===== src/rtl/fp_mul_wb_stage.sv =====
// Writeback stage behind the fp_mul datapath: fixes up NaN/overflow results, queues them
// with per-op flags in a small FIFO and accumulates sticky flags as entries are consumed.
module fp_mul_wb_stage #(
  parameter int DEPTH = 2,
  parameter int TAG_W = 4
) (
  input  logic                     clk,
  input  logic                     rst_n,
  input  logic                     in_valid,
  output logic                     in_ready,
  input  logic [31:0]              fp_Z,
  input  logic [2:0]               r_mode,
  input  logic                     ovrf,
  input  logic                     udrf,
  input  logic                     nan,
  input  logic                     inx,
  input  logic [TAG_W-1:0]         in_tag,
  output logic                     out_valid,
  input  logic                     out_ready,
  output logic [31:0]              out_Z,
  output logic [3:0]               out_flags,
  output logic [TAG_W-1:0]         out_tag,
  output logic [3:0]               fflags,
  input  logic                     flags_clr,
  output logic [$clog2(DEPTH):0]   count
);
  localparam int AW = $clog2(DEPTH);
  localparam int CW = AW + 1;

  logic [31:0]      r_mem_z   [DEPTH];
  logic [3:0]       r_mem_f   [DEPTH];
  logic [TAG_W-1:0] r_mem_t   [DEPTH];
  logic [AW-1:0]    r_wr_ptr;
  logic [AW-1:0]    r_rd_ptr;
  logic [CW-1:0]    r_count;
  logic [3:0]       r_fflags;

  logic             w_push;
  logic             w_pop;
  logic             w_full;
  logic             w_sign;
  logic [31:0]      w_z;
  logic [3:0]       w_flags;

  assign w_full    = (r_count == CW'(DEPTH));
  assign in_ready  = !w_full;
  assign out_valid = (r_count != '0);
  assign w_push    = in_valid & in_ready;
  assign w_pop     = out_valid & out_ready;
  assign w_sign    = fp_Z[31];

  // Flag order {NV,OF,UF,NX}; unknown rounding modes fall through to RNE behaviour.
  always_comb begin
    w_z     = fp_Z;
    w_flags = {2'b00, udrf, udrf | inx};
    if (nan) begin
      w_z     = 32'h7FC0_0000;
      w_flags = 4'b1000;
    end else if (ovrf) begin
      w_flags = {2'b01, udrf, 1'b1};
      case (r_mode)
        3'b001:  w_z = {w_sign, 31'h7F7F_FFFF};
        3'b010:  w_z = w_sign ? 32'hFF80_0000 : 32'h7F7F_FFFF;
        3'b011:  w_z = w_sign ? 32'hFF7F_FFFF : 32'h7F80_0000;
        default: w_z = {w_sign, 8'hFF, 23'h0};
      endcase
    end
  end

  // Storage is left unreset; only pointers and count define what is valid.
  always_ff @(posedge clk) begin
    if (w_push) begin
      r_mem_z[r_wr_ptr] <= w_z;
      r_mem_f[r_wr_ptr] <= w_flags;
      r_mem_t[r_wr_ptr] <= in_tag;
    end
  end

  always_ff @(posedge clk or negedge rst_n) begin
    if (!rst_n) begin
      r_wr_ptr <= '0;
      r_rd_ptr <= '0;
      r_count  <= '0;
      r_fflags <= '0;
    end else begin
      if (w_push) r_wr_ptr <= r_wr_ptr + AW'(1);
      if (w_pop)  r_rd_ptr <= r_rd_ptr + AW'(1);
      case ({w_push, w_pop})
        2'b10:   r_count <= r_count + CW'(1);
        2'b01:   r_count <= r_count - CW'(1);
        default: r_count <= r_count;
      endcase
      r_fflags <= (flags_clr ? 4'b0000 : r_fflags) | (w_pop ? out_flags : 4'b0000);
    end
  end

  assign out_Z     = r_mem_z[r_rd_ptr];
  assign out_flags = r_mem_f[r_rd_ptr];
  assign out_tag   = r_mem_t[r_rd_ptr];
  assign fflags    = r_fflags;
  assign count     = r_count;

  a_count_max:  assert property (@(posedge clk) disable iff (!rst_n) r_count <= CW'(DEPTH));
  a_no_ovfl:    assert property (@(posedge clk) disable iff (!rst_n) !(w_push && w_full));
  a_no_udfl:    assert property (@(posedge clk) disable iff (!rst_n) !(w_pop && r_count == '0));
  a_valid_cnt:  assert property (@(posedge clk) disable iff (!rst_n) out_valid == (r_count != '0));
endmodule


===== config.mk =====
export PLATFORM = sky130hd
export DESIGN_NAME = fp_mul_wb_stage
export DESIGN_NICKNAME = d
export VERILOG_FILES = /design/src/rtl/fp_mul_wb_stage.sv
export SDC_FILE = /design/constraint.sdc
export NUM_CORES = 1
export LEC_CHECK = 0
export BUFFER_PORTS_ARGS = -buffer_cell sky130_fd_sc_hd__clkbuf_2
export CORE_MARGIN = 1
export CORE_UTILIZATION = 50
export CTS_BUF_LIST = sky130_fd_sc_hd__clkbuf_8
export DETAILED_ROUTE_END_ITERATION = 7
export GPL_ROUTABILITY_DRIVEN = 0
export PLACE_DENSITY = 0.86
export SLEW_MARGIN = 5
export SYNTH_ARGS = -nofsm -noshare
export SYNTH_HDL_FRONTEND = slang
export SYNTH_SLANG_ARGS = --single-unit

===== constraint.sdc =====
create_clock -name clk -period 3.32 [get_ports clk]
set_clock_uncertainty 0.2 [all_clocks]
set_input_delay 0 -clock clk [delete_from_list [all_inputs] [get_ports clk]]
set_output_delay 0 -clock clk [all_outputs]
set_load 0.03 [all_outputs]

# Yosys cells after proc, flatten, opt, wreduce, memory -nomap -nowiden
# Memory sizes are Yosys's and may differ from the RTL's.
# Cells that the tools add are included.
[op_classes]
add_sub_neg = 4
eq_ne = 6
n_mux = 12
bitwise_logic = 4
reduce_logical = 3
[op_table]
columns = ["operator", "n"]
rows = [
  ["$mux 32", 4],
  ["$pmux 32 s3", 1],
  ["$mux 4", 3],
  ["$eq 3x2->1 const B", 2],
  ["$eq 2x2->1 const B", 2],
  ["$or 4x4->4", 1],
  ["$pmux 2 s2", 1],
  ["$reduce_bool 2->1", 2],
  ["$eq 3x1->1 const B", 1],
  ["$mux 3", 1],
  ["$add 1x1->1 const B", 2],
  ["$add 2x1->2 const B", 1],
  ["$and 1x1->1", 2],
  ["$eq 2x1->1 const B", 1],
  ["$mux 1", 2],
  ["$sub 2x1->2 const B", 1],
  ["$logic_not 1->1", 1],
  ["$or 1x1->1", 1],
]
[totals]
regBits = 8
mem_bits_rw = 80
n_memories = 3
[mem_list]
columns = ["memory", "words", "width", "rd", "rd_clocked_by_memory_dff", "write_ports", "line_no", "rtl"]
rows = [
  ["r_mem_z", 2, 32, 1, 0, 1, "30", "logic [31:0] r_mem_z [DEPTH];"],
  ["r_mem_f", 2, 4, 1, 0, 1, "31", "logic [3:0] r_mem_f [DEPTH];"],
  ["r_mem_t", 2, 4, 1, 0, 1, "32", "logic [TAG_W-1:0] r_mem_t [DEPTH];"],
]

# Logic depth before layout (Yosys ltp)
[logic_depth]
word_depth = 5
mapped_depth = 6
ltp_nobuf = 6

# Worst setup path after synthesis
# Ideal clock, no wire load.
[synth_timing]
path_kind = "flip-flop to flip-flop"
start = "register r_count[0], in the netlist count[0]"
end = "memory r_mem_f[0][0] (enable)"
setup_time_ns = 0.437
arrival_time_ns = 2.815
required_ns = 2.683
setup_slack_ns = -0.133
stages_incl_launch_ff = 4
period_less_slack_ns = 3.453
cell_sequence = "dfrtp_1 nand2b_1 nand2_1 nor2_1"
[synth_via]
elab_chain_cells = 5
[synth_rtl]
columns = ["item", "line_no", "rtl"]
rows = [
  ["start, declared", "35", "logic [CW-1:0] r_count;"],
  ["start signal, assigned", "89", "2'b10: r_count <= r_count + CW'(1);"],
  ["start signal, assigned", "90", "2'b01: r_count <= r_count - CW'(1);"],
  ["start signal, assigned", "91", "default: r_count <= r_count;"],
  ["$eq 2x2->1", "45", "assign w_full = (r_count == CW'(DEPTH));"],
  ["$logic_not 1->1", "46", "assign in_ready = !w_full;"],
  ["net in_ready", "10", "output logic in_ready,"],
  ["$and 1x1->1", "48", "assign w_push = in_valid & in_ready;"],
  ["$mux 1", "72", "if (w_push) begin"],
  ["$mux 1 (not written as such)", "74", "r_mem_f[r_wr_ptr] <= w_flags;"],
  ["end, declared", "31", ""],
]
# The timed path passes the listed nets, and every way through them passes these cells.

# Final worst setup path
[layout_timing]
start = "register r_rd_ptr"
end = "output port out_Z[23]"
[layout_via]
elab_chain_cells = 1
[layout_rtl]
columns = ["item", "line_no", "rtl"]
rows = [
  ["start, declared", "34", "logic [AW-1:0] r_rd_ptr;"],
  ["start signal, assigned", "87", "if (w_pop) r_rd_ptr <= r_rd_ptr + AW'(1);"],
  ["$mem_v2 2x32", "--", ""],
  ["end, declared", "20", "output logic [31:0] out_Z,"],
]
# Every way passes these cells.

==> results_dict.tcl <==
set metrics [dict create \
    stdcell_area_um2 4970 \
    hold_class "in2reg" \
    root_buffer "clkbuf_8" \
    critPathCaptureType "primary output" \
    synth_top_cell_area_share 0.651 \
    rsz0062_at_grt "false" \
    syn2layout_area_growth_pct 34.7 \
    diodes 0 \
    port-buffer-count 95 \
    yosysUniqueCellTypes 26 \
    grt_pass1_vias 2454 \
    htree_levels 3 \
    overflow 0 \
    crit_type "reg2out" \
    avgSynthCellArea_um2 16.3 \
    finalCritPeriodShare 0.679 \
    dp_hpwl_mm 4.41 \
    grt_busiest_layer "met2" \
    drt-total-wl_mm 7.61 \
    use_met2 0.362 \
    postPlaceCellArea_um2 4240 \
    cts_tree "yes" \
    post_cts_buffers 0 \
    cts.reportedPaths.clkPinSlew_ns 0.08 \
    ir_worst_vdd_v 0.000324 \
    num_vias 2406 \
    grt_pass1_wl_mm 11.5 \
    mostFrequentLayoutCell "clkbuf_2" \
    design.core.area_um2 6940 \
    final_hold_viol_count 0 \
    worst_pin_slew_ns 0.997 \
    die_w_um 87.9 \
    cp.arrival_ns 2.05 \
    tns_ns 0 \
    crit_buf_inv 2 \
    final_cell_mix "clkbuf_2, edfxtp_1, dlygate4sd3_1, mux2_2, nor2_1" \
    status "finished clean" \
    grtUsageMet1 0.243 \
    synth.net_count 275 \
    grt_max_degree 41 \
    insertion_delay_ns 0.35 \
    ctsLongestPathBuffers 2 \
    syn-cell-area_um2 3690 \
    row_count 30 \
    dr.pass1.iters 4 \
    synth_seq_cells 88 \
    io_pins 96 \
    cp_cell_sequence "buf_4 > mux2_2 > clkbuf_2" \
    dieArea_um2 7730 \
    cts_buffers 9 \
    max_cap_viol_count 0 \
    instances_no_fill 469 \
    crit_path_top_delay_cell "dfrtp_2" \
    cts.sinks 88 \
    synthCells 226 \
    met3_usage 0.0443 \
    cp_top_family "flip-flops" \
    p_leak_nw 1.91 \
    drt-initial-drc-count 122 \
    yosys-top-cells-area "edfxtp_1, mux2_2, dfrtp_1" \
    cp-start-kind "flop" \
    ant_nets 0 \
    fmax_mhz 443 \
    start_util 0.532 \
    ctsHoldBuffers 47 \
    drc 0 \
    critPathRequiredTime_ns 3.12 \
    ys_seq_area_frac 0.705 \
    vias_per_cell 5.13 \
    yosysWarnings 0 \
    power.density_nw_per_um2 833 \
    finalSetupViolCount 0 \
    drv_slew 0 \
    antenna_found_initial 0 \
    place_inst 406 \
    fin_crit_ns 2.25 \
    worst_path_largest_cell_delay_ns 0.77 \
    slew_headroom 0.336 \
    num-nets-final 417 \
    synth_largest_area_cell "edfxtp_1" \
    die_y_um 87.9 \
    drive_above_1_share 0.475 \
    track_usage 0.208 \
    cts.repair.resized 0 \
    wire_per_inst_um 16.2 \
    crit_path_max_fanout 27 \
]
cells by family after synthesis:
group,Yosys count,share of synthesized area
DFF,88,0.705
and+or+nand+nor,66,0.114
adders and majority gates,1,0.00339
buffers and inverters,16,0.0217
xor gates and xnor gates,6,0.0142
AOI/OAI and AO/OA,9,0.0200
muxes,40,0.122
synthesized netlist by cell type:
library cell and count:
a21oi_1 1, a22o_1 4, and3_1 1, buf_2 4
buf_6 2, clkbuf_1 7, dfrtp_1 8, edfxtp_1 80
ha_1 1, inv_1 3, mux2_2 40, nand2_1 1
nand2b_1 2, nor2_1 26, nor2b_1 3, nor3_1 3
nor3_2 20, o211a_2 1, o21ai_0 1, o31ai_1 1
o41a_1 1, or2_2 1, or3_1 8, or4b_1 1
xnor2_1 5, xor2_1 1
metal layers:
metal,routed length [um],share of wire,vias to the layer above
met3,298,0.039,16
met2,3970,0.52,86
li1,-,-,1128
met1,3130,0.41,1176
met5,0,0,-
met4,207,0.027,0
per-stage QoR:
stage	setup WS, ns	utilization	power (mW)	hold slack (ns)
3_3_place_gp	1.29	0.611	3.17	-0.352
2_1_floorplan	0.526	-	2.78	-0.496
3_5_place_dp	1.28	0.611	3.20	-0.344
5_1_grt	0.962	0.716	4.33	0.187
6_report	1.07	0.716	4.14	0.185
4_1_cts	1.05	0.716	4.17	0.156
state kept, by name, indices dropped and copies added (netlist names):
name and cells:
r_mem_t 8, count 2, fflags 4, r_wr_ptr 1, r_mem_f 8, r_mem_z 64, r_rd_ptr 1
area by class of cell:
cell class              instances  area [um2]
fillers                       457        1970
flip-flops and latches         88        2600
clock inverters                 7         134
clock buffers                   9         124
inverters                       3        11.3
repair buffers                144         961
well taps                      96         120
multi-input cells             122        1020
final timing paths:
kind	slack, ns	cells after the start	start	endpoint
setup reg to reg	1.29	2	count[0]	r_mem_z[1][12]
min in group asynchronous	0.41	3	rst_n	fflags[3]
hold reg to reg	0.31	1	fflags[2]	fflags[2]
hold / removal	0.18	2	in_tag[1]	r_mem_t[0][1]
setup / recovery	1.07	3	r_rd_ptr	out_Z[23]
max in group asynchronous	2.22	3	rst_n	r_rd_ptr
power by group:
part           switching (mW)  internal (mW)  total [mW]
clock                   0.366          0.571       0.936
combinational           0.984          0.550        1.53
sequential              0.148           1.53        1.67
No activity file was read; power rests on OpenSTA's default activity.
